--- config.mk ---
export PLATFORM = sky130hd
export DESIGN_NAME = mul32_iter_ctrl
export DESIGN_NICKNAME = d
export VERILOG_FILES = /design/src/rtl/mul32_iter_ctrl.sv
export SDC_FILE = /design/constraint.sdc
export NUM_CORES = 1
export LEC_CHECK = 0
export CAP_MARGIN = 20
export CELL_PAD_IN_SITES_DETAIL_PLACEMENT = 0
export CELL_PAD_IN_SITES_GLOBAL_PLACEMENT = 1
export CORE_ASPECT_RATIO = 0.8
export CORE_MARGIN = 2
export CORE_UTILIZATION = 40
export CTS_CLUSTER_DIAMETER = 80
export DETAILED_ROUTE_END_ITERATION = 10
export PLACE_DENSITY = 0.79
export SLEW_MARGIN = 20
export SYNTH_ARGS = -nofsm -noshare
export SYNTH_HDL_FRONTEND = slang
export SYNTH_HIERARCHICAL = 1
export SYNTH_SLANG_ARGS = --single-unit
export TNS_END_PERCENT = 50
--- constraint.sdc ---
create_clock -name clk -period 12.3 [get_ports clk]
set_clock_uncertainty 0.15 [all_clocks]
set_input_delay 1.845 -clock clk [delete_from_list [all_inputs] [get_ports clk]]
set_output_delay 1.845 -clock clk [all_outputs]
set_load 0.05 [all_outputs]
--- src/rtl/mul32_iter_ctrl.sv ---
// mul32_iter_ctrl: signed W x W multiply with one shared 8x8 multiplier, one byte pair per cycle.
// Latency: out_valid rises N_CHUNK^2+2 edges after the input handshake (18 edges for N_CHUNK=4).
// Backpressure: in_ready is high only in IDLE. Product and out_valid hold in DONE until out_ready.
//
// Ports: clk/rst_n (async active-low); in_valid/in_ready + A/B operand handshake;
//        out_valid/out_ready + Product result handshake; busy = not IDLE.
// Optional build macro MUL_UNSIGNED_EN adds the is_signed input. It is sampled with A/B.
// When is_signed=0 the operands are treated as unsigned.

module wallace_mul_8bit (
    input  logic [7:0]  a,
    input  logic [7:0]  b,
    output logic [15:0] p
);
    // The partial-product rows are summed here. Synthesis reduces the sum to a compressor tree.
    always_comb begin
        p = '0;
        for (int r = 0; r < 8; r++) begin
            if (b[r]) p = p + ({8'b0, a} << r);
        end
    end
endmodule

module mul32_iter_ctrl #(
    parameter int N_CHUNK = 4
) (
    input  logic                   clk,
    input  logic                   rst_n,
    input  logic                   in_valid,
    output logic                   in_ready,
    input  logic [8*N_CHUNK-1:0]   A,
    input  logic [8*N_CHUNK-1:0]   B,
`ifdef MUL_UNSIGNED_EN
    input  logic                   is_signed,
`endif
    output logic                   out_valid,
    input  logic                   out_ready,
    output logic [16*N_CHUNK-1:0]  Product,
    output logic                   busy
);
    localparam int W     = 8 * N_CHUNK;
    localparam int PW    = 2 * W;
    localparam int NSTEP = N_CHUNK * N_CHUNK;
    localparam int KW    = $clog2(NSTEP + 1);
    localparam int IW    = $clog2(N_CHUNK + 1);

    typedef enum logic [2:0] {S_IDLE, S_PREP, S_MUL, S_FIX, S_DONE} state_t;

    state_t         state, state_nxt;
    logic [W-1:0]   a_q, b_q;
    logic           neg_q;
    logic           abs_q;      // 1: convert operands to magnitudes in PREP
    logic [PW-1:0]  acc_q;
    logic [PW-1:0]  prod_q;
    logic [KW-1:0]  k_q;
    logic [IW-1:0]  i_q, j_q;   // byte indices that track k / N_CHUNK and k % N_CHUNK

    logic           in_signed;
    logic [7:0]     a_byte, b_byte;
    logic [15:0]    pp;
    logic [PW-1:0]  pp_shifted;
    logic           last_step;

`ifdef MUL_UNSIGNED_EN
    assign in_signed = is_signed;
`else
    assign in_signed = 1'b1;
`endif

    // Byte selection is built as a mux over constant slices.
    always_comb begin
        a_byte = '0;
        b_byte = '0;
        for (int c = 0; c < N_CHUNK; c++) begin
            if (i_q == IW'(c)) a_byte = a_q[8*c +: 8];
            if (j_q == IW'(c)) b_byte = b_q[8*c +: 8];
        end
    end

    wallace_mul_8bit u_mul8 (
        .a (a_byte),
        .b (b_byte),
        .p (pp)
    );

    always_comb begin
        pp_shifted = PW'(pp) << (8 * (int'(i_q) + int'(j_q)));
    end

    assign last_step = (k_q == KW'(NSTEP - 1));

    always_ff @(posedge clk or negedge rst_n) begin
        if (!rst_n) state <= S_IDLE;
        else        state <= state_nxt;
    end

    always_comb begin
        state_nxt = state;
        in_ready  = 1'b0;
        out_valid = 1'b0;
        busy      = 1'b1;
        case (state)
            S_IDLE: begin
                in_ready = 1'b1;
                busy     = 1'b0;
                if (in_valid) state_nxt = S_PREP;
            end
            S_PREP: state_nxt = S_MUL;
            S_MUL:  if (last_step) state_nxt = S_FIX;
            S_FIX:  state_nxt = S_DONE;
            S_DONE: begin
                out_valid = 1'b1;
                if (out_ready) state_nxt = S_IDLE;
            end
            default: state_nxt = S_IDLE;
        endcase
    end

    always_ff @(posedge clk or negedge rst_n) begin
        if (!rst_n) begin
            a_q    <= '0;
            b_q    <= '0;
            neg_q  <= 1'b0;
            abs_q  <= 1'b0;
            acc_q  <= '0;
            prod_q <= '0;
            k_q    <= '0;
            i_q    <= '0;
            j_q    <= '0;
        end else begin
            case (state)
                S_IDLE: begin
                    if (in_valid) begin
                        a_q   <= A;
                        b_q   <= B;
                        abs_q <= in_signed;
                        neg_q <= in_signed & (A[W-1] ^ B[W-1]);
                    end
                end
                S_PREP: begin
                    // The negation is unsigned, so the most negative value maps to its own magnitude.
                    if (abs_q && a_q[W-1]) a_q <= -a_q;
                    if (abs_q && b_q[W-1]) b_q <= -b_q;
                    acc_q <= '0;
                    k_q   <= '0;
                    i_q   <= '0;
                    j_q   <= '0;
                end
                S_MUL: begin
                    acc_q <= acc_q + pp_shifted;
                    k_q   <= k_q + 1'b1;
                    if (j_q == IW'(N_CHUNK - 1)) begin
                        j_q <= '0;
                        i_q <= i_q + 1'b1;
                    end else begin
                        j_q <= j_q + 1'b1;
                    end
                end
                S_FIX: prod_q <= neg_q ? -acc_q : acc_q;
                default: ;
            endcase
        end
    end

    assign Product = prod_q;

endmodule

* Yosys cells after proc, flatten, opt, wreduce, memory -nomap -nowiden
Index checks and enable logic that the tools add are counted.
Storage, ports and cells: logic and storage cells 92, input bits 68, memory bits (writable) 0, memories kept 0, latch bits 0, flip-flop bits (word level) 208, ROM bits 0, output and inout bits 67
Cells by class: multiplexer cells 36, multipliers 0, shifts and indexed selects 1, bitwise logic cells 1, div/mod/pow operators 0, $lt $le $gt $ge 0, reductions and logical operators 12, add/sub/neg operators 15, equality and inequality tests 17
Operators with widths (number):
- 32-bit 2-to-1 mux | 4
- 32-bit case mux with 2 select lines | 2
- 64-bit case mux with 2 select lines | 1
- 16-bit 2-to-1 mux | 7
- 8-bit 2-to-1 mux | 9
- 64-bit adder | 1
- 64-bit 2-to-1 mux | 1
- 32-bit negator | 2
- 64-bit negator | 1
- 16-bit by 7-bit left shift with 64-bit output | 1
- 3-bit by 2-bit == test with 1-bit output (second input constant) | 6
- 16-bit by 10-bit adder with 16-bit output | 1
- 16-bit by 11-bit adder with 16-bit output | 1
- 16-bit by 12-bit adder with 16-bit output | 1
- 16-bit by 13-bit adder with 16-bit output | 1
- 16-bit by 14-bit adder with 16-bit output | 1
- 16-bit by 15-bit adder with 16-bit output | 1
- 16-bit by 9-bit adder with 16-bit output | 1
- 3-bit 2-to-1 mux | 5
- 3-bit case mux with 5 select lines | 1
- 2-bit != test (second input constant) | 6
- 3-bit case mux with 2 select lines | 2
- 5-bit case mux with 2 select lines | 1
- 3-bit by 1-bit == test with 1-bit output (second input constant) | 3
- 12 further kinds | 22

* Logic depth before layout (Yosys ltp)
depth after elaboration 23, mapped depth 72, depth with buffers taken out 69

* Hierarchy
Netlist, hierarchy kept.
Modules (own cells, without submodules):
- mul32_iter_ctrl | instances 1, area each 15384.8 sq um, cells an instance 1982, sequential area each 5205.0 sq um
- wallace_mul_8bit | instances 1, area each 3350.7 sq um, cells an instance 455, sequential area each 0.0 sq um

* Worst setup path before layout
Ideal clock, no wire load.
path type register to register, start reg i_q[1], end reg acc_q[54], data required time 12017 ps, arrival time 12383 ps, path slack -366 ps, stages on the path, launching flop included 65, library setup time 133 ps, path buffers 3, path through dfrtp_1 > inv_1 > ha_1 > clkbuf_1 > clkbuf_1 > a21oi_1 > o21ai_0 > a22o_1 > and2_1 > ha_1 > inv_1 > fa_1 > nor2b_1 > o22ai_1 > a21oi_2 > xor2_1 > mux2_2 > ha_1 > [29 not listed] > a21oi_1 > o21bai_1 > a21oi_1 > nor2_1 > mux2i_1 > nor2_1 > ha_1 > clkbuf_1 > a21o_1 > a21o_1 > a21o_1 > a221o_1 > a311o_1 > a41oi_1 > o21bai_1 > a21oi_1 > xnor2_1 > o21ai_0
Between the ends: cells in the longest elaborated chain, start to end 23
Ends and longest elaborated chain:
- start, declared | line 56 | logic [IW-1:0] i_q, j_q;
- start signal, assigned | line 154 | i_q <= i_q + 1'b1;
- 3-bit logical NOT | line 75 | if (i_q == IW'(c)) a_byte = a_q[8*c +: 8];
- 8-bit 2-to-1 mux (3 in series) | line 75
- 8-bit 2-to-1 mux (*) | line 75
- named net a_byte[1] | line 59 | logic [7:0] a_byte, b_byte;
- 8-bit 2-to-1 mux | line 19 | if (b[r]) p = p + ({8'b0, a} << r);
- 16-bit by 9-bit adder with 16-bit output | line 19
- 16-bit 2-to-1 mux | line 19
- 16-bit by 10-bit adder with 16-bit output | line 19
- [7 not listed]
- 16-bit by 14-bit adder with 16-bit output | line 19
- 16-bit 2-to-1 mux | line 19
- 16-bit by 15-bit adder with 16-bit output | line 19
- 16-bit 2-to-1 mux (*) | line 19
- named net pp[15] | line 60 | logic [15:0] pp;
- 16-bit by 7-bit left shift with 64-bit output (*) | line 87 | pp_shifted = PW'(pp) << (8 * (int'(i_q) + int'(j_q)));
- 64-bit adder (*) | line 150 | acc_q <= acc_q + pp_shifted;
- 64-bit case mux with 2 select lines (*) | line 131 | case (state)
- end signal, assigned | line 150
- end, declared | line 53 | logic [PW-1:0] acc_q;
The timed path passes the listed nets; every way through them passes the cells marked *. A chain may end at the register's enable or synchronous reset.

* Worst setup path in the final report
Ends and elaborated chain as after synthesis.

==> impl_metrics.json <==
{
  "pin_count": 135,
  "viasPerCell": 5.73,
  "drtIter0Drc": 1695,
  "worstPathArrival_ns": 12.46,
  "cts_max_path_buffers": 3,
  "r2r_cells": 63,
  "fin_crit_ns": 12.18,
  "synth_top_cell_area_share_pct": 27.8,
  "r2r-end": "acc_q[54]$_DFFE_PN0P_",
  "netlist_area_um2": 18700,
  "worst_ep_required_time_ns": 12.58,
  "die_w_um": 246,
  "vias": 20200,
  "fin_area_um2": 26000,
  "setup_viol": 0,
  "clkSinkCount": 208,
  "cpLargestDelayFamily": "compound AO/OA/AOI/OAI gates",
  "hold_path.class": "register to register",
  "grt_overflow": 0,
  "die-height_um": 198,
  "clk_pin_slew_worst_paths_ns": 0.06,
  "wire_per_inst_um": 19.1,
  "area_growth_pct": 38.7,
  "grt_pass1_vias": 18800,
  "seq_area_frac_synth_pct": 27.8,
  "syn_avg_cell_area_um2": 7.69,
  "routed_wl_mm": 67.2,
  "cts_buffers": 27,
  "syn_inst": 2437,
  "whs_ns": 0.327,
  "io_buffer_count": 134,
  "synth_ff_type": "dfrtp_1",
  "setup.worst_path.end_class": "register",
  "worstMarginPinSlew_ns": 1.11,
  "die_area_um2": 48600,
  "tns_ns": 0,
  "ys_seq_elements": 208,
  "firstDrtPassIters": 5,
  "ant_nets": 0,
  "synth_edf_count": 0,
  "fp.coreArea_um2": 46000,
  "yosysWarnings": 6,
  "max_freq_mhz": 82.1,
  "slowest_stage": "ha_2",
  "yosys.area.top_type": "dfrtp_1",
  "htreeDepth": 1,
  "status": "finished clean",
  "slowest_delay_ns": 0.43,
  "cpMostUsedCell": "a21oi_2",
  "clk_latency_ns": 0.57,
  "start_util_pct": 40.7,
  "r2r-start": "i_q[1]$_DFFE_PN0P_",
  "hpwlAfterDp_mm": 50.4,
  "maxCapViolations": 0,
  "grt_pass1_wl_mm": 105,
  "nNetsFinal": 3112,
  "crit_buf_inv": 4,
  "rows": 70,
  "place_area_um2": 23000,
  "synthArstFlopShare_pct": 100,
  "max_slew_margin_pct": 25.9,
  "drive_gt1_share_pct": 25.7,
  "antenna_cells": 0,
  "finalCritPeriodShare_pct": 99.0,
  "cts-root-buf": "clkbuf_16",
  "tritoncts": "built",
  "gp_congestion": 0.969,
  "rsz0062_at_grt": "yes",
  "min_from": "Product[24]$_DFFE_PN0P_",
  "synth_cell_types": 91,
  "critPathKind": "register to register",
  "hold_depth": 2,
  "antenna_found_initial": 1,
  "syn_nets": 2655,
  "drc": 0,
  "hold_end": "Product[24]$_DFFE_PN0P_",
  "r2r_setup_slack_ns": 0.12,
  "start_kind": "register",
  "ys_top_cells_by_area": "dfrtp_1, ha_1, o21ai_0",
  "finalMaxSlewViolations": 0,
  "grt_use_total_pct": 26.8,
  "cp_num_cells": 63,
  "grt_max_degree": 125,
  "worst-path-max-fanout": 4,
  "hold_viol_final": 0
}
[metal layers]
layer | GRT usage (%) | wire (um) | share of wire, % | vias up
met2 | 38.5 | 28100 | 42 | 627
li1 | - | - | - | 9739
met1 | 42.4 | 33200 | 49 | 9738
met4 | 4.26 | 1130 | 1.7 | 0
met3 | 3.94 | 4780 | 7.1 | 73
met5 | 0 | 0 | 0 | -
[kinds of logic (layout without fill, tap and decap cells)]
group	Yosys count	in the layout	share of synthesized area, %
xor+xnor	153	153	7.15
flops	208	208	27.8
mux	33	33	1.88
simple gates	859	859	21.2
fa+ha+maj	150	150	10.4
buf+inv	205	680	4.16
compound gates	829	829	27.4
[layout make-up]
| cell class | count | area (um^2) |
|---|---|---|
| Multi-Input combinational cell | 2024 | 14300 |
| Inverter | 82 | 310 |
| Clock inverter | 9 | 103 |
| Fill cell | 4152 | 20000 |
| Sequential cell | 208 | 5210 |
| Clock buffer | 38 | 777 |
| Tap cell | 612 | 766 |
| Timing Repair Buffer | 551 | 4520 |
[through the flow]
step	setup slack, ns	util, %	instances
finish	0.122	56.5	3524
global route	-0.396	56.5	3524
CTS	0.0130	53.6	3497
detailed placement	-0.874	50.1	3404
global placement	-0.439	50.1	3404
floorplan	0.000238	-	2437
[timing repair]
item | in CTS | in global routing
pin swaps | 47 | 133
setup buffers | 46 | 34
endpoints found under the hold margin | 0 | 0
hold buffers | 0 | 0
gates resized for setup | 90 | 234
endpoints found under the setup margin | 47 | 51
[flip-flops by register name, indices dropped and copies added (netlist names)]
name and cells:
b_q 32, i_q 3, k_q 5, state 3, abs_q 1, j_q 3, Product 64, neg_q 1
a_q 32, acc_q 64
[placed cells by master, fill, tap and decap left out, types with 26 or more instances in the layout]
cell type	count
buf_4	405
nand2_1	308
o21ai_0	240
nor2_1	221
dfrtp_1	207
a21oi_1	189
clkdlybuf4s50_1	133
ha_1	97
xor2_1	82
inv_1	71
a21o_1	63
xnor2_1	63
nor3_1	46
nand3_1	39
ha_4	36
or3_1	31
o22ai_1	31
clkbuf_16	27
a22oi_1	26
[how the worst max path moves through the flow]
stage,start,endpoint
after floorplan,j_q[1]$_DFFE_PN0P_,acc_q[54]$_DFFE_PN0P_
after global placement,i_q[0]$_DFFE_PN0P_,acc_q[63]$_DFFE_PN0P_
after detailed placement,i_q[0]$_DFFE_PN0P_,acc_q[61]$_DFFE_PN0P_
after CTS,j_q[0]$_DFFE_PN0P_,acc_q[63]$_DFFE_PN0P_
after global routing,j_q[0]$_DFFE_PN0P_,acc_q[54]$_DFFE_PN0P_
final,i_q[1]$_DFFE_PN0P_,acc_q[54]$_DFFE_PN0P_
[synthesized netlist by cell type, types with 23 or more instances]
library cell,number
nand2_1,317
o21ai_0,271
nor2_1,245
a21oi_1,221
dfrtp_1,208
ha_1,141
clkbuf_1,117
xor2_1,83
inv_1,79
xnor2_1,70
a21o_1,63
nor3_1,52
nand3_1,42
o22ai_1,36
or3_1,33
a22oi_1,32
and2_1,23
o21bai_1,23
[worst reg2reg max path, delay by kind of cell (launching register included)]
family / cells / cell delay, ns
flip-flops: 1 / 0.38
XOR/XNOR: 1 / 0.13
buffers and inverters: 4 / 0.39
multiplexers: 4 / 0.83
AND/OR/NAND/NOR: 15 / 2.30
AO/OA/AOI/OAI: 29 / 5.20
adder cells (fa/ha/maj): 10 / 2.71
Power is left out: the tool's default activity adds up to more than one toggle a clock period on the data nets, which glitch-free logic cannot reach.
